`src/rtl/fetch_unit_pkg.sv`:
```
// Shared definitions for the instruction-fetch stage: datapath width and
// the fetch sequencer state encoding.
package fetch_unit_pkg;

  localparam int FETCH_WORD_SIZE = 16;

  typedef enum logic [1:0] {
    S_FETCH = 2'd0,
    S_HOLD  = 2'd1,
    S_DRAIN = 2'd2
  } fetch_state_e;

endpackage

```
`src/rtl/fetch_unit_if.sv`:
```
// Instruction-memory request/ready bus; fetch is the master, memory the slave.
interface fetch_unit_if
  import fetch_unit_pkg::*;
#(
  parameter int WORD_SIZE = FETCH_WORD_SIZE
) ();

  logic                 imem_read;
  logic [WORD_SIZE-1:0] imem_addr;
  logic                 imem_ready;
  logic [WORD_SIZE-1:0] imem_data;

  modport master (output imem_read, imem_addr, input imem_ready, imem_data);
  modport slave  (input imem_read, imem_addr, output imem_ready, imem_data);

endinterface

```
`src/rtl/fetch_skid_buf.sv`:
```
// One-entry holding buffer for a fetched instruction that ID could not take.
module fetch_skid_buf #(
  parameter int W = 49
) (
  input  logic         clk,
  input  logic         reset_n,
  input  logic         load,
  input  logic         unload,
  input  logic         clear,
  input  logic [W-1:0] din,
  output logic         valid,
  output logic [W-1:0] dout
);

  always_ff @(posedge clk or negedge reset_n) begin
    if (!reset_n) begin
      valid <= 1'b0;
      dout  <= '0;
    end else begin
      if (clear || unload) valid <= 1'b0;
      else if (load)       valid <= 1'b1;
      if (load && !clear)  dout  <= din;
    end
  end

endmodule

```
`src/rtl/fetch_unit.sv`:
```
// IF stage: holds the fetch PC, runs a single-outstanding imem handshake,
// steers via the predictor, skids one instruction on ID stall, and drains on redirect.
module fetch_unit
  import fetch_unit_pkg::*;
#(
  parameter int                   WORD_SIZE = FETCH_WORD_SIZE,
  parameter logic [WORD_SIZE-1:0] RESET_PC  = '0
) (
  input  logic                 clk,
  input  logic                 reset_n,
  output logic [WORD_SIZE-1:0] bp_pc,
  input  logic [WORD_SIZE-1:0] bp_predicted_pc,
  input  logic                 bp_tag_match,
  fetch_unit_if.master         imem,
  input  logic                 id_stall,
  input  logic                 redirect,
  input  logic [WORD_SIZE-1:0] redirect_pc,
  output logic                 if_id_valid,
  output logic [WORD_SIZE-1:0] if_id_inst,
  output logic [WORD_SIZE-1:0] if_id_pc,
  output logic [WORD_SIZE-1:0] if_id_pred_pc,
  output logic                 if_id_tag_match,
  output logic [WORD_SIZE-1:0] fetch_count
);

  // Entry layout: {inst, pc, pred_pc, tag_match}
  localparam int ENTRY_W = 3*WORD_SIZE + 1;

  fetch_state_e         state_q, state_d;
  logic [WORD_SIZE-1:0] pc_q, pc_d;
  logic [WORD_SIZE-1:0] drain_q, drain_d;
  logic [WORD_SIZE-1:0] cnt_q, cnt_d;
  logic                 iv_q, iv_d;
  logic [ENTRY_W-1:0]   ent_q, ent_d;
  logic [ENTRY_W-1:0]   cap, sk_dout;
  logic                 accept, consumed;
  logic                 sk_load, sk_unload, sk_clr, sk_valid;

  assign accept   = !iv_q || !id_stall;
  assign consumed = iv_q && !id_stall;
  assign cap      = {imem.imem_data, pc_q, bp_predicted_pc, bp_tag_match};

  assign bp_pc          = pc_q;
  assign imem.imem_read = (state_q == S_FETCH) || (state_q == S_DRAIN);
  assign imem.imem_addr = (state_q == S_DRAIN) ? drain_q : pc_q;
  assign if_id_valid    = iv_q;
  assign {if_id_inst, if_id_pc, if_id_pred_pc, if_id_tag_match} = ent_q;
  assign fetch_count    = cnt_q;

  fetch_skid_buf #(.W(ENTRY_W)) u_skid (
    .clk     (clk),
    .reset_n (reset_n),
    .load    (sk_load),
    .unload  (sk_unload),
    .clear   (sk_clr),
    .din     (cap),
    .valid   (sk_valid),
    .dout    (sk_dout)
  );

  always_comb begin
    state_d   = state_q;
    pc_d      = pc_q;
    drain_d   = drain_q;
    iv_d      = iv_q && !consumed;
    ent_d     = ent_q;
    cnt_d     = cnt_q;
    sk_load   = 1'b0;
    sk_unload = 1'b0;
    sk_clr    = 1'b0;
    if (redirect) begin
      iv_d   = 1'b0;
      sk_clr = 1'b0 | 1'b1;
      pc_d   = redirect_pc;
      unique case (state_q)
        // An in-flight request must still be absorbed before a new one issues.
        S_FETCH: begin
          if (!imem.imem_ready) begin
            drain_d = pc_q;
            state_d = S_DRAIN;
          end else begin
            state_d = S_FETCH;
          end
        end
        S_DRAIN: if (imem.imem_ready) state_d = S_FETCH;
        default: state_d = S_FETCH;
      endcase
    end else begin
      unique case (state_q)
        S_FETCH: begin
          if (imem.imem_ready) begin
            pc_d = bp_predicted_pc;
            if (accept) begin
              ent_d = cap;
              iv_d  = 1'b1;
              cnt_d = cnt_q + WORD_SIZE'(1);
            end else begin
              sk_load = 1'b1;
              state_d = S_HOLD;
            end
          end
        end
        S_HOLD: begin
          if (accept && sk_valid) begin
            ent_d     = sk_dout;
            iv_d      = 1'b1;
            cnt_d     = cnt_q + WORD_SIZE'(1);
            sk_unload = 1'b1;
            state_d   = S_FETCH;
          end
        end
        S_DRAIN: if (imem.imem_ready) state_d = S_FETCH;
        default: state_d = S_FETCH;
      endcase
    end
  end

  always_ff @(posedge clk or negedge reset_n) begin
    if (!reset_n) begin
      state_q <= S_FETCH;
      pc_q    <= RESET_PC;
      drain_q <= '0;
      iv_q    <= 1'b0;
      ent_q   <= '0;
      cnt_q   <= '0;
    end else begin
      state_q <= state_d;
      pc_q    <= pc_d;
      drain_q <= drain_d;
      iv_q    <= iv_d;
      ent_q   <= ent_d;
      cnt_q   <= cnt_d;
    end
  end

endmodule

```
`src/flat_wrapper.sv`:
```
// flat-port wrapper written by rule: the top's interface ports become plain ports
module fetch_unit_flat import fetch_unit_pkg::*;
#(
  parameter int                   WORD_SIZE = FETCH_WORD_SIZE,
  parameter logic [WORD_SIZE-1:0] RESET_PC  = '0
)
  (clk, reset_n, bp_pc, bp_predicted_pc, bp_tag_match, id_stall, redirect, redirect_pc, if_id_valid, if_id_inst, if_id_pc, if_id_pred_pc, if_id_tag_match, fetch_count, imem_imem_read, imem_imem_addr, imem_imem_ready, imem_imem_data);
  fetch_unit_if #(.WORD_SIZE(WORD_SIZE)) imem_i ();
  input  logic clk;
  input  logic reset_n;
  output logic [WORD_SIZE-1:0] bp_pc;
  input  logic [WORD_SIZE-1:0] bp_predicted_pc;
  input  logic bp_tag_match;
  input  logic id_stall;
  input  logic redirect;
  input  logic [WORD_SIZE-1:0] redirect_pc;
  output logic if_id_valid;
  output logic [WORD_SIZE-1:0] if_id_inst;
  output logic [WORD_SIZE-1:0] if_id_pc;
  output logic [WORD_SIZE-1:0] if_id_pred_pc;
  output logic if_id_tag_match;
  output logic [WORD_SIZE-1:0] fetch_count;
  output wire logic [$bits(imem_i.imem_read)-1:0] imem_imem_read;
  output wire logic [$bits(imem_i.imem_addr)-1:0] imem_imem_addr;
  input wire logic [$bits(imem_i.imem_ready)-1:0] imem_imem_ready;
  input wire logic [$bits(imem_i.imem_data)-1:0] imem_imem_data;
  assign imem_imem_read = imem_i.imem_read;
  assign imem_imem_addr = imem_i.imem_addr;
  assign imem_i.imem_ready = imem_imem_ready;
  assign imem_i.imem_data = imem_imem_data;
  fetch_unit #(.WORD_SIZE(WORD_SIZE), .RESET_PC(RESET_PC)) u_core (.clk(clk), .reset_n(reset_n), .bp_pc(bp_pc), .bp_predicted_pc(bp_predicted_pc), .bp_tag_match(bp_tag_match), .imem(imem_i), .id_stall(id_stall), .redirect(redirect), .redirect_pc(redirect_pc), .if_id_valid(if_id_valid), .if_id_inst(if_id_inst), .if_id_pc(if_id_pc), .if_id_pred_pc(if_id_pred_pc), .if_id_tag_match(if_id_tag_match), .fetch_count(fetch_count));
endmodule
```
`config.mk`:
```
export PLATFORM = sky130hd
export DESIGN_NAME = fetch_unit_flat
export DESIGN_NICKNAME = d
export VERILOG_FILES = /design/src/rtl/fetch_unit_pkg.sv /design/src/rtl/fetch_unit_if.sv /design/src/rtl/fetch_skid_buf.sv /design/src/rtl/fetch_unit.sv /design/src/flat_wrapper.sv
export SDC_FILE = /design/constraint.sdc
export NUM_CORES = 1
export LEC_CHECK = 0
export CORE_MARGIN = 5
export CORE_UTILIZATION = 25
export CTS_CLUSTER_SIZE = 28
export DETAILED_ROUTE_END_ITERATION = 12
export PLACE_DENSITY_LB_ADDON = 0.08
export SETUP_SLACK_MARGIN = 0.3
export SYNTH_ARGS = -nofsm -noshare
export SYNTH_HDL_FRONTEND = slang
export SYNTH_SLANG_ARGS = --single-unit
```
`constraint.sdc`:
```
create_clock -name clk -period 2.3 [get_ports clk]
set_input_delay 0.575 -clock clk [delete_from_list [all_inputs] [get_ports clk]]
set_output_delay 0.575 -clock clk [all_outputs]
set_load 0.02 [all_outputs]
```
Word-level counts from Yosys, hierarchy flattened
Cells that the tools add are included.

word-level totals
  flip-flop bits (word level) = 150
  latch bits = 0
  RAM bits = 0
  memory bits (read-only) = 0
  input bits = 54
  output and inout port bits = 99
  memories kept = 0

operators by class
  add/sub/neg operators = 1
  multipliers = 0
  divide/modulo/power cells = 0
  order comparisons = 0
  equality and inequality tests = 8
  shift operators = 0
  muxes and demuxes = 35
  bitwise logic cells = 2
  reductions and logical operators = 20

operator list
  kind                                                                     number
  49-bit two-way mux                                                       3
  16-bit two-way mux                                                       7
  49-bit one-hot mux with 2 select lines                                   1
  16-bit one-hot mux with 2 select lines                                   1
  16-bit by 1-bit adder with 16-bit output, second input constant          1
  1-bit two-way mux                                                        14
  2-bit two-way mux                                                        6
  2-bit nonzero test                                                       4
  3-bit inequality test, second input constant                             2
  2-bit one-hot mux with 3 select lines                                    1
  3-bit AND reduction                                                      2
  5-bit AND reduction                                                      1
  1-bit logical AND                                                        4
  1-bit logical NOT                                                        4
  2-bit by 1-bit inequality test with 1-bit output, second input constant  2
  2-bit one-hot mux with 2 select lines                                    1
  1-bit logical OR                                                         3
  3-bit by 2-bit inequality test with 1-bit output, second input constant  1
  2-bit by 1-bit == test with 1-bit output, second input constant          1
  2-bit == test, second input constant                                     1
  2-bit logical NOT                                                        1
  2-bit inequality test, second input constant                             1
  1-bit inverter                                                           2
  1-bit one-hot mux with 2 select lines                                    1
  2-bit AND reduction                                                      1

Longest topological paths before layout
  depth after elaboration = 8
  mapped depth = 8
  depth with buffers taken out = 5

Cells and area by module
From an unflattened synthesis, not the netlist that was laid out.

unflattened totals
  cells, all modules = 512
  area, all modules = 6548.8 sq um

by module, submodules not included
  module          times used  cells an instance  area an instance (sq um)
  fetch_unit      1           405                4631.9
  fetch_skid_buf  1           107                1916.8

Least setup slack after synthesis
No wires, ideal clock.

  path type = register -> output
  start point = register u_core.state_q[0]
  end point = output imem_imem_addr[10]
  arrival time = 1.502 ns
  required time = 1.725 ns
  path slack = 0.223 ns
  cell stages (with the launch flop) = 6
  buffers on the path = 3
  cells stage by stage = dfrtp_1 > buf_2 > nor2b_1 > clkbuf_1 > buf_2 > mux2_2

between the ends
  longest elaborated chain between the ends = 2

ends and longest elaborated chain
  item                    line                source
  start, declared         fetch_unit.sv:29    fetch_state_e state_q, state_d;
  start signal, assigned  fetch_unit.sv:127   state_q <= state_d;
  2-bit == test           fetch_unit.sv:45    assign imem.imem_addr = (state_q == S_DRAIN) ? drain_q : pc_q;
  16-bit two-way mux      fetch_unit.sv:45
  end, declared           flat_wrapper.sv:24  output wire logic [$bits(imem_i.imem_addr)-1:0] imem_imem_addr;

No other way between the ends.

Final worst setup path
  start point = register u_core.state_q[0]
  end point = output imem_imem_addr[5]

The elaborated chain is that of the path after synthesis.

==> out/summary.txt <==
Tot GR Track Use - 12.4%
Internal - 6.23 mW
Final slew viol count - 0
Crit path max-delay family - flip-flops
YS warnings - 0
Fillers - 2563
Die height - 171 um
Detailed Routing Iterations Pass 1 - 4
Clk root buf - clkbuf_16
CTS Buf Count - 17
CTS Hold Buffers Added - 0
Setup TNS - 0 ns
Worst Hold Class - primary input to asynchronous set/reset pin
Sw frac - 28.4%
Share of layout cells above drive strength 1 - 23.3%
DR iter-0 viols - 171
Switch Pwr - 2.47 mW
Unrepaired setup endpoints after global routing - true
Most common cell after layout, fill and taps aside - dfrtp_1
Clock power frac - 36.2%
Postcts setup bufs - 0
Clock H-tree levels - 4
CTS Sinks - 150
CP endpoint kind - output pin
Worst-margin pin slew - 0.567 ns
CTS tree - built
Core Area - 0.0258 mm^2
Final Cycle Share - 96.7%
Post-synthesis sequential area ratio - 57.6%
Seq pwr share - 40.8%
Synth cell types - 35
Final setup violation count - 0
Setup crit start kind - register
Fmax - 450 MHz
Largest area contributor in the netlist - dfrtp_1
Nets@finish - 751
HPWL Detailed - 12900 um
Max Root-Sink Buffers - 2
WP data required - 1.73 ns
Buf/Inv on CP - 2
Slowest Stage Delay on Critical Path - 0.40 ns
FF+latch count, synth - 150
CP Cell Sequence - nor2b_4, buf_6, mux2_4, buf_6
Starting Density - 25.2%
Most area-consuming cells after synthesis - dfrtp_1, mux2_2, mux2i_1
Chip width - 171 um
Crit path time final - 2.22 ns
Reg-to-reg critical path startpoint - u_core.state_q[1]
Slew HR - 62.2%
CP Depth - 4
Clock transition at the registers of the reported paths - 0.06 ns
Site Rows - 59
Critical Path AT - 1.65 ns
CP Max Fanout - 5
Buffers on Ports - 152
Global-route wire length before repair - 28100 um
Netlist Area Pre-Place - 0.00652 mm^2
Drt wl/cell - 17.1 um
Routed WL - 17800 um
Die area - 0.0294 mm^2
Critical path class - register to output pin
Reg2reg path depth - 6
GRT overflow - 0
VDD IR-drop max - 396 uV
Status - completed
Syn_area_per_cell - 12.5 um^2
Via/cell ratio - 4.33
Vias after detailed routing - 4518
Largest net degree at the start of global routing - 57
Synth-to-layout area growth - 44.9%
Pwr dens - 921 mW/mm^2
Initial antenna violation count - 1
Slowest CP cell - dfrtp_1
Comb power frac - 23.0%
Final ANT Viol Nets - 0
GP Congestion - 0.718
Synth top area share - 57.6%
Most frequent cells in the layout - dfrtp_1, nand2_1, mux2i_1
Reg-to-Reg End - u_core.fetch_count[6]
Final Power - 8.70 mW
Reg-to-reg slack, setup - 0.48 ns
Lkg Pwr - 4.53 nW
Syn_nets - 577
# IOs - 153
Synth Instances - 522
Cell mode on critical path - buf_6
Clock latency at the later pin of the worst-skew pair - 0.42 ns
Final hold viol count - 0
Vias in the first global route - 4812
Remaining DRCs - 0
Clk_skew - 0.0104 ns
MaxCap Viol Count - 0
-- area by class of cell --
cell class	count	area, um^2	area share, %
Clock buffer	18	429	4.54
Clock inverter	12	224	2.37
Inverter	2	7.51	0.0795
Antenna cell	1	2.50	0.0265
Sequential cell	150	3750	39.7
Multi-Input combinational cell	338	2670	28.3
Tap cell	335	419	4.44
Timing Repair Buffer	187	1940	20.5
-- per-layer routing --
| metal | vias up | track usage (%) | routed length (um) |
|---|---|---|---|
| met5 | - | 0 | 0 |
| met2 | 96 | 19.8 | 8590 |
| met1 | 2241 | 16.7 | 8170 |
| met3 | 18 | 2.69 | 745 |
| li1 | 2163 | - | - |
| met4 | 0 | 4.48 | 310 |
-- per-stage QoR --
stage | hold WS (ns) | util (%) | cells | setup slack, ns | cell area (um^2)
after floorplan | 0.279 | - | 522 | 0.378 | 6520
final | 0.119 | 36.6 | 1043 | 0.0769 | 9450
after detailed placement | 0.463 | 33.5 | 1011 | -0.0130 | 8660
after global routing | 0.143 | 36.6 | 1043 | 0.0117 | 9450
after CTS | 0.135 | 36.3 | 1042 | 0.0312 | 9370
after global placement | 0.462 | 33.5 | 1011 | 0.000594 | 8660
-- cells by family (layout without fill, tap and decap cells) --
logic type | count (synthesis) | count (layout) | share of synthesized area (%)
buf+inv | 34 | 219 | 2.82
flops | 150 | 150 | 57.6
simple gates | 105 | 105 | 7.74
xor+xnor | 15 | 15 | 2.02
fa+ha+maj | 1 | 1 | 0.192
compound gates | 70 | 70 | 5.47
other cells | 0 | 1 | 0
mux | 147 | 147 | 24.2
-- worst max-delay path by stage --
stage	from	to	slack, ns
after detailed placement	imem_imem_ready	u_core.ent_q[44]	-0.01
after CTS	u_core.state_q[0]	imem_imem_addr[3]	0.03
final	u_core.state_q[0]	imem_imem_addr[5]	0.08
after global placement	imem_imem_ready	u_core.u_skid.dout[0]	0.0006
after floorplan	u_core.state_q[0]	imem_imem_addr[10]	0.38
after global routing	u_core.state_q[0]	imem_imem_addr[3]	0.01
-- repair_timing --
item	CTS	global route
setup endpoints to repair	62	47
resized for setup	167	31
cloned	1	0
-- power by group through the flow --
stage | sequential (mW) | combinational [mW] | clock (mW)
after floorplan | 3.83 | 0.739 | 0
after global placement | 3.59 | 2.06 | 0
after detailed placement | 3.61 | 2.09 | 0
after CTS | 3.57 | 2.08 | 3.26
after global routing | 3.63 | 2.18 | 3.37
final | 3.55 | 2.00 | 3.15
-- state kept, by name, summed over array words and instances, names as in the netlist --
name and count:
u_core.bp_pc 16, u_core.fetch_count 16, u_core.state_q 2, u_core.drain_q 16, u_core.u_skid.valid 1, u_core.u_skid.dout 49, u_core.ent_q 49, u_core.if_id_valid 1
-- cell usage after synthesis, drive strengths merged --
master and count:
nor2b 3, a211o 1, o21bai 1, dfrtp 150, buf 25, nor2 4
and3 3, xnor2 12, nand2 75, and4 1, nand4 4, nand3 7
nor3 2, mux2 81, nor4b 1, inv 2, mux2i 66, nor3b 1
o21ai 66, or2 1, xor2 3, clkbuf 7, ha 1, nor4 2
a21oi 2, nand2b 1
-- worst reg2reg max path, stage by stage (launching register included) --
cell and delay (ns):
dfrtp_1 0.38, buf_4 0.18, a211o_1 0.36, or2_4 0.33
buf_4 0.17, nor3_2 0.17, xor2_1 0.15
No activity file was read; power rests on OpenSTA's default activity.
==> RTL change 1 (config.mk and constraints unchanged) <==
Register the output `if_id_pred_pc`, with the module's reset; this adds one clock of latency there. The other outputs are not delayed to match.
--- a/src/rtl/fetch_unit.sv
+++ b/src/rtl/fetch_unit.sv
@@ -27,4 +27,6 @@
   localparam int ENTRY_W = 3*WORD_SIZE + 1;
 
+  logic [WORD_SIZE-1:0] if_id_pred_pc_d;
+
   fetch_state_e         state_q, state_d;
   logic [WORD_SIZE-1:0] pc_q, pc_d;
@@ -45,5 +47,5 @@
   assign imem.imem_addr = (state_q == S_DRAIN) ? drain_q : pc_q;
   assign if_id_valid    = iv_q;
-  assign {if_id_inst, if_id_pc, if_id_pred_pc, if_id_tag_match} = ent_q;
+  assign {if_id_inst, if_id_pc, if_id_pred_pc_d, if_id_tag_match} = ent_q;
   assign fetch_count    = cnt_q;
 
@@ -134,4 +136,12 @@
   end
 
+  always_ff @(posedge clk or negedge reset_n) begin
+    if (!reset_n) begin
+      if_id_pred_pc <= '0;
+    end else begin
+      if_id_pred_pc <= if_id_pred_pc_d;
+    end
+  end
+
 endmodule
 
Check against the original RTL: not equivalent (Yosys sat finds a counterexample within 4 cycles, from zero or initial values and one cycle with reset_n low).
==> RTL change 1 against the unedited design <==
- final area up 3.1%
- first-iteration DRC count fell by 6.4%
- maximum frequency is 2.0% lower
- clock power shrank 11%
- wire length grew 3.8%
- power down 1.1%
- sequential cell count rose by 16
- area after synthesis up 9.8%
- worst setup slack got worse by 0.045 ns
- non-clock buffer count down 5
- largest cell class unchanged
==> RTL change 1: results (changes against the unedited design) <==
Status
  • Outcome: finished, final reports clean (unchanged)

Power
  • Gate power share: 22.6% (was 23.0%)
  • P_seq: 3880 uW (was 3550 uW)
  • Worst VDD drop: 0.4218 mV (was 0.3958 mV)
  • Static leakage: 0.004557 uW (was 0.004533 uW)
  • Sequential Power Share: 45.0% (was 40.8%)

Cells and area
  • Share of layout cells above drive strength 1: 21.82% (was 23.34%)
  • Nets: 766 (was 751)
  • Fillers: 2,881 (was 2,563)
  • # diodes: 0 (was 1)

Clock tree
  • PostCTS Resize Cnt: 172 (was 167)

Logic synthesis
  • Synth Area in Adders: 0.1748% (was 0.1919%)
  • Synth unique cells: 28 (was 35)
  • Post-Syn Nets: 630 (was 577)
  • Synth cell count leaders: 166 x dfrtp_1, 75 x nand2_1, 71 x mux2_2 (was 150 x dfrtp_1, 75 x nand2_1, 71 x mux2_2)
  • Compound-gate portion of the synthesized area: 4.929% (was 5.470%)
  • Sequential share of the synthesized area: 58.03% (was 57.58%)
  • XOR/XNOR Fraction of Synth Area: 1.835% (was 2.015%)
  • Synthesized area: 7158 um2 (was 6519 um2)
  • Multiplexer share of the synthesized area: 21.99% (was 24.18%)
  • Synth Instances: 575 (was 522)
  • Synth area leaders: dfrtp_1 58%, mux2_2 11%, mux2i_1 9.1% (was dfrtp_1 58%, mux2_2 12%, mux2i_1 10%)

Setup path
  • R2r worst-path depth: 5 (was 6)
  • Crit path DAT: 1.69 ns (was 1.65 ns)
  • Worst r2r dst: u_core.u_skid.dout[35]$_DFFE_PN0P_ (was u_core.fetch_count[6]$_DFFE_PN0P_)
  • Critical path endpoint: imem_imem_addr[13] (was imem_imem_addr[5])
  • Worst reg2reg setup slack: 0.46 ns (was 0.48 ns)
  • RR Startpoint: u_core.state_q[0]$_DFFE_PN0P_ (was u_core.state_q[1]$_DFFE_PN0P_)

Timing
  • Worst slew pin tran: 0.5662 ns (was 0.5665 ns)

Detailed routing
  • Vias after detailed routing: 4,665 (was 4,518)
  • Via/cell ratio: 4.210 (was 4.332)
  • WL per Instance: 16.69 um (was 17.08 um)
  • DRT iter0 DRCs: 160 (was 171)

Global routing
  • Pin count of the biggest net entering global routing: 54 (was 57)
  • Initial antenna violation count: 3 (was 1)
  • Vias in the first global route: 5,006 (was 4,812)
  • Global-route wire length before repair: 29,430 um (was 28,100 um)
  • GRT Overall Usage: 11.93% (was 12.42%)

Placement
  • Final HPWL from detailed placement: 12,660 um (was 12,910 um)
  • Inst Count DP: 1,075 (was 1,011)
RTL change 1: cell type report:
| type | count | share of cell area [%] |
|---|---|---|
| multi-input combinational | 343 | 27.50 |
| tap | 384 | 4.934 |
| sequential | 166 | 42.68 |
| clock buffer | 18 | 4.408 |
| timing repair buffer | 182 | 19.03 |
| clock inverter | 14 | 1.414 |
| inverter | 1 | 0.03855 |
RTL change 1: metal layers:
| layer | share of wire [%] | track usage, % |
|---|---|---|
| met1 | 47 | 16.18 |
| met2 | 46 | 18.65 |
| met3 | 5.8 | 4.070 |
| met4 | 0.86 | 2.380 |
| met5 | 0.22 | 0 |
RTL change 1: stage by stage:
step                hold WS, ns  area, um2  util (%)  setup slack [ns]  setup TNS (ns)
global placement         0.3611       9061     31.83          -0.01860         -0.3016
detailed placement       0.3616       9061     31.83          -0.04004         -0.9130
CTS                      0.1329       9677     33.99         -0.009239       -0.009239
finish                   0.1266       9737     34.20           0.03215               0
global route             0.1358       9737     34.20          -0.03037         -0.2037
floorplan                0.2794       7162         -            0.3221               0
==> RTL change 2 (config.mk and constraints unchanged) <==
Without the edit above. Set the package constant `FETCH_WORD_SIZE` to 8 (it was 16).
--- a/src/rtl/fetch_unit_pkg.sv
+++ b/src/rtl/fetch_unit_pkg.sv
@@ -3,5 +3,5 @@
 package fetch_unit_pkg;
 
-  localparam int FETCH_WORD_SIZE = 16;
+  localparam int FETCH_WORD_SIZE = 8;
 
   typedef enum logic [1:0] {
Ports: changed (9 resized); port bits go from 153 to 81. No check against the original RTL was run, so the function may have changed too.
==> RTL change 2 against the unedited design <==
- cell count fell by 46%
- wire length decreased by 49%
- worst setup slack better by 0.11 ns
- area after synthesis shrank 46%
- combinational power down 39%
- clock power down 51%
- first-iteration DRC count fell by 29%
- final area shrank 47%
- power down 47%
- sequential cell count decreased by 72
- highest routed layer unchanged
- core utilization is 0.14 points lower
- count of clock-buffer cells in the layout shrank 6
==> RTL change 2: results (changes against the unedited design) <==
Power
  • Static leakage: 0.002244 uW (was 0.004533 uW)
  • Worst VDD drop: 0.2870 mV (was 0.3958 mV)

Detailed routing
  • WL per Instance: 16.01 um (was 17.08 um)
  • Vias after detailed routing: 2,415 (was 4,518)
  • DRT iter0 DRCs: 121 (was 171)
  • Via/cell ratio: 4.282 (was 4.332)

Global routing
  • Initial antenna violation count: 0 (was 1)
  • Vias in the first global route: 2,556 (was 4,812)
  • Global-route wire length before repair: 14,480 um (was 28,100 um)
  • Pin count of the biggest net entering global routing: 42 (was 57)
  • GRT Overall Usage: 11.60% (was 12.42%)

Status
  • Outcome: finished, final reports clean (unchanged)

Logic synthesis
  • Synth cell count leaders: 78 x dfrtp_1, 37 x nand2_1, 25 x mux2i_1, 25 x o21ai_0, 23 x mux2_2 (was 150 x dfrtp_1, 75 x nand2_1, 71 x mux2_2)
  • Sequential share of the synthesized area: 55.73% (was 57.58%)
  • Synth unique cells: 27 (was 35)
  • Synth area leaders: dfrtp_1 56%, mux2_4 8.6%, mux2_2 7.4% (was dfrtp_1 58%, mux2_2 12%, mux2i_1 10%)

Placement
  • Final RePlAce weighted congestion: 0.7125 (was 0.7183)
  • Inst Count DP: 545 (was 1,011)
  • Placed cell areas: 4616 um2 (was 8662 um2)
  • I/O Buffers: 80 (was 152)
  • Final HPWL from detailed placement: 6220 um (was 12,910 um)
  • Post-Place Worst Slack: -0.1320 ns (was -0.01297 ns)

Setup path
  • Crit path DAT: 1.54 ns (was 1.65 ns)
  • Worst-path maximum fanout: 8 (was 5)

Timing
  • Clock Skew: 0.004157 ns (was 0.01038 ns)
  • Worst slew pin tran: 0.4181 ns (was 0.5665 ns)

Cells and area
  • Regs by FF count: u_core.ent_q (25), u_core.u_skid.dout (25) (was u_core.ent_q (49), u_core.u_skid.dout (49))
[RTL change 2: repair_timing]
item | in CTS | in global routing
endpoints found under the setup margin | 44 | 47
cloned | 1 | 1
setup buffers | 0 | 1
gates resized for setup | 55 | 21
pin swaps | 0 | 1
[RTL change 2: final timing paths]
check	slack, ns	startpoint	end	cells past startpoint
setup / recovery	0.19	u_core.state_q[0]$_DFFE_PN0P_	imem_imem_addr[7]	4
hold / removal	0.09	reset_n	u_core.fetch_count[3]$_DFFE_PN0P_	1
setup reg to reg	0.50	u_core.state_q[0]$_DFFE_PN0P_	u_core.u_skid.dout[20]$_DFFE_PN0P_	5
hold reg to reg	0.47	u_core.fetch_count[7]$_DFFE_PN0P_	u_core.fetch_count[7]$_DFFE_PN0P_	1
max in group asynchronous	1.63	reset_n	u_core.drain_q[0]$_DFFE_PN0P_	2
min in group clk	0.47	u_core.fetch_count[7]$_DFFE_PN0P_	u_core.fetch_count[7]$_DFFE_PN0P_	1
[RTL change 2: per-layer routing]
layer  global-route usage, %  vias to the layer above  share of wire, %  wire length, um
li1                        -                     1175                 -                -
met1                   16.43                     1164                50             4516
met2                   16.43                       62                43             3861
met3                   3.321                       14               5.2              470
met4                   5.056                        0               2.0              179
met5                       0                        -                 0                0
[RTL change 2: cell type report]
cell class,count,area [um2]
Clock buffer,12,246.5
Clock inverter,4,70.07
Fill cell,1361,8791
Inverter,2,7.507
Multi-Input combinational cell,188,1498
Sequential cell,78,1952
Tap cell,180,225.2
Timing Repair Buffer,100,1037
[RTL change 2: logic make-up after synthesis]
kind of cell / count (synthesis) / synth area share (%)
adders and majority gates: 1 / 0.3572
DFF: 78 / 55.73
xor gates and xnor gates: 7 / 1.751
AOI/OAI and AO/OA: 45 / 6.610
and+or+nand+nor: 67 / 9.539
buffers and inverters: 19 / 2.894
muxes: 68 / 23.12
[RTL change 2: report_power, final]
group          total, uW  switching [uW]  internal (uW)
Sequential          1890             212           1680
Clock               1530             548            977
Combinational       1230             560            667
[RTL change 2: stage by stage]
step                      setup TNS (ns)  util (%)
after floorplan                        0         -
after global routing                   0     36.42
after detailed placement          -2.943     33.38
after global placement            -2.478     33.38
final                                  0     36.42
after CTS                              0     35.80
[RTL change 2: critical path: cells and delay by family (launching register included)]
kind / cells / cell delay [ns]
buf+inv: 2 / 0.32
simple gates: 1 / 0.15
flops: 1 / 0.39
mux: 1 / 0.34
